## src/rtl/pingpong_data_mem.sv

```systemverilog
// Double-buffered data memory: writes fill the back bank while reads stream from the front bank.
// Latency: write 1 cycle (visible after the next swap), read 1 cycle, swap toggles on the first read-free edge.
// Backpressure: a swap request is held off while rd_en is high; swap_ack pulses once the swap has taken effect.
module pingpong_data_mem #(
    parameter int DATA_WIDTH = 8,
    parameter int ADDR_WIDTH = 3,
    parameter int BE_WIDTH   = DATA_WIDTH / 8
) (
    input  logic                  clk,
    input  logic                  reset,
    input  logic                  wr_en,
    input  logic [ADDR_WIDTH-1:0] wr_addr,
    input  logic [DATA_WIDTH-1:0] wr_data,
    input  logic [BE_WIDTH-1:0]   wr_be,
    input  logic                  rd_en,
    input  logic [ADDR_WIDTH-1:0] rd_addr,
    output logic [DATA_WIDTH-1:0] rd_data,
    output logic                  rd_valid,
    input  logic                  swap_req,
    output logic                  swap_ack,
    output logic                  wr_bank,
    output logic                  rd_bank
);
    localparam int DEPTH = 1 << ADDR_WIDTH;

    localparam logic [1:0] IDLE = 2'd0;
    localparam logic [1:0] PEND = 2'd1;
    localparam logic [1:0] ACK  = 2'd2;

    logic [DATA_WIDTH-1:0] bank0 [DEPTH];
    logic [DATA_WIDTH-1:0] bank1 [DEPTH];
    logic [1:0]            state;
    logic                  swap_now;

    assign rd_bank  = ~wr_bank;
    assign swap_ack = (state == ACK);

    // Toggle only on an edge without a read, so a read never straddles a bank change.
    assign swap_now = !rd_en && ((state == PEND) || ((state == IDLE) && swap_req));

    // Storage is not cleared by reset; a reset edge still suppresses the write.
    always_ff @(posedge clk) begin
        if (reset && wr_en) begin
            for (int i = 0; i < BE_WIDTH; i++) begin
                if (wr_be[i]) begin
                    if (wr_bank) begin
                        bank1[wr_addr][8*i +: 8] <= wr_data[8*i +: 8];
                    end else begin
                        bank0[wr_addr][8*i +: 8] <= wr_data[8*i +: 8];
                    end
                end
            end
        end
    end

    always_ff @(posedge clk) begin
        if (!reset) begin
            rd_data  <= '0;
            rd_valid <= 1'b0;
        end else begin
            rd_valid <= rd_en;
            if (rd_en) begin
                rd_data <= rd_bank ? bank1[rd_addr] : bank0[rd_addr];
            end
        end
    end

    always_ff @(posedge clk) begin
        if (!reset) begin
            state   <= IDLE;
            wr_bank <= 1'b0;
        end else begin
            if (swap_now) begin
                wr_bank <= ~wr_bank;
            end
            case (state)
                IDLE: begin
                    if (swap_req) begin
                        state <= rd_en ? PEND : ACK;
                    end
                end
                PEND: begin
                    if (!rd_en) begin
                        state <= ACK;
                    end
                end
                ACK:     state <= IDLE;
                default: state <= IDLE;
            endcase
        end
    end
endmodule
```

## config.mk

```make
export PLATFORM = sky130hd
export DESIGN_NAME = pingpong_data_mem
export DESIGN_NICKNAME = d
export VERILOG_FILES = /design/src/rtl/pingpong_data_mem.sv
export SDC_FILE = /design/constraint.sdc
export NUM_CORES = 1
export LEC_CHECK = 0
export ABC_AREA = 1
export CORE_ASPECT_RATIO = 0.6
export CORE_MARGIN = 2
export CORE_UTILIZATION = 59
export CTS_BUF_LIST = sky130_fd_sc_hd__clkbuf_8 sky130_fd_sc_hd__clkbuf_16
export CTS_CLUSTER_SIZE = 16
export DETAILED_ROUTE_END_ITERATION = 7
export HOLD_SLACK_MARGIN = 0.1
export PLACE_DENSITY = 0.79
export SYNTH_ARGS = -nofsm -noshare
export SYNTH_HDL_FRONTEND = slang
export SYNTH_SLANG_ARGS = --single-unit
```

## constraint.sdc

```tcl
create_clock -name clk -period 1.6 [get_ports clk]
set_input_delay 0.24 -clock clk [delete_from_list [all_inputs] [get_ports clk]]
set_output_delay 0.24 -clock clk [all_outputs]
set_load 0.005 [all_outputs]
```

# Word level (Yosys, flattened, before mapping)
# Memories as Yosys holds them, arrays and structs flattened.
# Cells that the tools add are included.
# word_totals
wordCells	31
inputBits	20
ramBits	128
reg_bits	12
n_memories	2
# op_classes
n_reduce_logical	7
bitwise_logic	1
muxes	13
eq_ne	4
# mem_list
memory	depth	width	read_ports	rd_clocked_by_memory_dff	wr	line_no	rtl
bank0	8	8	1	0	1	30	logic [DATA_WIDTH-1:0] bank0 [DEPTH];
bank1	8	8	1	0	1	31	logic [DATA_WIDTH-1:0] bank1 [DEPTH];
# ops
op	n
$mux 1	8
$mux 8	1
$mux 2	3
$ne 2x2->1 const B	2
$pmux 2 s2	1
$logic_and 1x1->1	3
$eq 2x1->1 const B	1
$eq 2x2->1 const B	1
$logic_not 2->1	1
$reduce_and 2->1	1
$logic_not 1->1	1
$logic_or 1x1->1	1
$not 1->1	1

# Depth between registers and ports, before layout
# depth
ltp_word	4
depth_mapped	10
ltp_nobuf	9

# Worst setup path before layout
# OpenSTA, ideal clock, no wires.
# synth_timing
path_kind	register -> register
startpoint	register wr_bank
endpoint	memory bank0[0][0] (enable)
synth_period_minus_slack_ns	1.509
n_path_buf	0
arrival_ns	1.138
stages_incl_launch_ff	4
setup_slack_ns	0.091
setup_ns	0.371
path_cell_list	dfxtp_1 > clkinv_1 > nand4_1 > nor2_1
# synth_between
elab_chain_len	4
# synth_lines
item	line_no	rtl
from (decl)	21	output logic wr_bank,
from (signal assigned)	74	wr_bank <= ~wr_bank;
$mux 1	46	if (wr_bank) begin
$mux 1	45	if (wr_be[i]) begin
$mux 1	43	if (reset && wr_en) begin
$mux 1 (not written as such)	49	bank0[wr_addr][8*i +: 8] <= wr_data[8*i +: 8];
to (decl)	30	
# Every way passes these cells.

# Final worst setup path
# layout_timing
startpoint	register rd_data[7]
endpoint	output port rd_data[7]
# layout_rtl
item	line_no	rtl
from (decl)	17	output logic [DATA_WIDTH-1:0] rd_data,
from (signal assigned)	63	rd_data <= rd_bank ? bank1[rd_addr] : bank0[rd_addr];
# No word-level cell between the ends.

==> impl_metrics.env <==
export IMPL_synth_area_sq_um=5740
export IMPL_syn_to_final_growth_pct=21.0
export IMPL_p_leak_nw=2.69
export IMPL_die_height_um=80.4
export IMPL_highest_layer="met4"
export IMPL_grt_setup_unrepaired="no"
export IMPL_dr_wl_met2_um=5860
export IMPL_power_density_nw_per_um2=1250
export IMPL_numCtsBuffers=17
export IMPL_path_cells="clkdlybuf4s50_1"
export IMPL_fin_crit_sh_pct=96.1
export IMPL_whs_ns=0.526
export IMPL_setup_viol=0
export IMPL_drt_pre_antenna_iters=5
export IMPL_cp_startpoint="rd_data[7]"
export IMPL_cts_tree="done"
export IMPL_maxCapViolCount=0
export IMPL_htreeDepth=4
export IMPL_grt_util_all_layers_pct=28.9
export IMPL_route_detailed_drc=0
export IMPL_fin_crit_ns=1.54
export IMPL_peakVddDrop_mv=1.06
export IMPL_root_buffer="clkbuf_16"
export IMPL_cpMaxStageDelayCell="clkdlybuf4s50_1"
export IMPL_synth_nets=526
export IMPL_m1WireLength_um=5970
export IMPL_final_nets=589
export IMPL_place_gp_congestion=0.881
export IMPL_num_rows=27
export IMPL_crit_fanout=2
export IMPL_ys_warn_count=0
export IMPL_max_slew_margin_pct=61.6
export IMPL_coreArea_sq_um=9320
export IMPL_critPathLaunchType="flop"
export IMPL_cts_sinks=140
export IMPL_layout_drive_gt1_share_pct=12.2
export IMPL_slew_violations=0
export IMPL_antenna_found_initial=0
export IMPL_grt_max_degree=46
export IMPL_hp_class="in2reg"
export IMPL_synthCells=506
export IMPL_postCtsSetupRepairBufs=0
export IMPL_grt_pass1_wl_um=21900
export IMPL_num_vias=4135
export IMPL_clock_latency_ns=0.43
export IMPL_fmax_ghz=0.650
export IMPL_criticalPathCategory="reg2out"
export IMPL_io_pins=32
export IMPL_synth_cell_types=17
export IMPL_worst_slack_ns=0.0626
export IMPL_worst_slew_pin_slew_ns=0.576
export IMPL_finClkSkew_ns=0.00548
export IMPL_n_antenna_cell=0
export IMPL_min_from="swap_req"
export IMPL_critPathArrivalTime_ns=1.30
export IMPL_yosysSeqAreaShare_pct=71.2
export IMPL_postSynthAreaPerCell_sq_um=11.3
export IMPL_dpl_worst_slack_ns=-0.173
export IMPL_outcome="completed"
export IMPL_crit_required_ns=1.36
export IMPL_critPathBufInv=1
export IMPL_dp_hpwl_um=8700
export IMPL_viasPerCell=5.81
export IMPL_worstReg2RegStart="wr_bank"
export IMPL_cpLargestDelayFamily="buffers and inverters"
export IMPL_met3_length_um=1950
export IMPL_initial_core_util_pct=61.5
export IMPL_dieArea_sq_um=10600
export IMPL_drt_initial_drc_count=647
export IMPL_wl_per_cell_um=19.8
export IMPL_ys_seq_elements=140
export IMPL_cts_hold_buf=0
export IMPL_max_stage_delay_ns=0.52
export IMPL_ant_nets=0
export IMPL_hold_viol_final=0
export IMPL_grt_pass1_vias=3882
export IMPL_die_width_um=131
export IMPL_clk_pin_slew_ns=0.06
export IMPL_overflow=0
export IMPL_routed_wl_um=14100
export IMPL_cts_buffer_depth=2
export IMPL_port_buffers=31
export IMPL_end_kind="primary output"
metal layers:
metal,GRT usage (%),vias to the layer above
met2,40.1,292
met4,11.7,0
met5,0,-
met1,42.0,1933
li1,-,1874
met3,9.97,36
cells in the final DEF, fill, tap and decap left out, drive strengths merged, types with 10 or more instances in the layout:
| cell type | n |
|---|---|
| inv | 17 |
| clkdlybuf4s50 | 28 |
| clkbuf | 17 |
| edfxtp | 128 |
| clkinv | 10 |
| buf | 40 |
| nor2 | 35 |
| dfxtp | 12 |
| nand2 | 169 |
| nand3 | 112 |
cell usage after synthesis:
cell type  number  area share, %
inv_2           2           0.13
buf_6           8            1.6
nand4_1         2           0.22
a21oi_1         1          0.087
clkbuf_4        1           0.13
clkinv_1        2           0.13
nor2_1         35            2.3
buf_4           4           0.52
nand3_1       112            9.8
clkbuf_8        4           0.96
o21ai_0         2           0.17
nand2_1       169             11
edfxtp_1      128             67
inv_1          14           0.92
dfxtp_1        12            4.2
buf_2           9           0.78
nor3_1          1          0.087
per-stage QoR:
step	TNS [ns]	cell area [sq um]	util (%)	instances	total power (W)
after global placement	-3.72	6330	67.9	680	0.00469
after detailed placement	-6.29	6330	67.9	680	0.00470
final	0	6940	74.5	712	0.00870
after CTS	0	6940	74.4	712	0.00871
after global routing	0	6940	74.5	712	0.00892
after floorplan	0	5740	-	506	0.00443
cell families (layout without fill, tap and decap cells):
family	count (synthesis)	count (layout)	share of synthesized area, %
buffers and inverters	44	120	5.15
AND/OR/NAND/NOR	319	319	23.4
AO/OA/AOI/OAI	3	3	0.262
flip-flops	140	140	71.2
path summary, 6_finish.rpt:
check           endpoint  slack (ns)  cells past startpoint
max           rd_data[7]        0.06                      1
min             state[0]        0.53                      3
max reg2reg  bank1[1][7]        0.16                      4
min reg2reg   rd_data[3]        0.56                      4
worst register-to-register path, stage by stage (launching register included):
cell and delay [ns]:
dfxtp_2 0.36, nand4_1 0.10, buf_4 0.19, nor2_1 0.28, buf_4 0.22
report_power, final:
group | leakage (nW) | total (W) | switching (W) | internal (W)
sequential | 1.25 | 0.00404 | 0.0000176 | 0.00403
combinational | 1.15 | 0.000600 | 0.000375 | 0.000225
clock | 0.290 | 0.00406 | 0.00149 | 0.00257
total | 2.69 | 0.00870 | 0.00188 | 0.00682
sequential cells by signal (all words and copies together) (netlist names):
signal    count
rd_valid      1
wr_bank       1
bank0        64
bank1        64
state         2
rd_data       8
layout make-up:
type / count / area (sq um)
clock buffers: 17 / 425
inverters: 18 / 68.8
clock inverters: 15 / 178
multi-input cells: 322 / 1360
flip-flops and latches: 140 / 4090
well taps: 130 / 163
fillers: 612 / 2380
repair buffers: 70 / 666
repair_timing:
item,CTS,global route
resized for setup,2,2
endpoints found under the hold margin,0,0
endpoints found under the setup margin,1,2
Note: power is estimated with default switching activity, not from simulation.
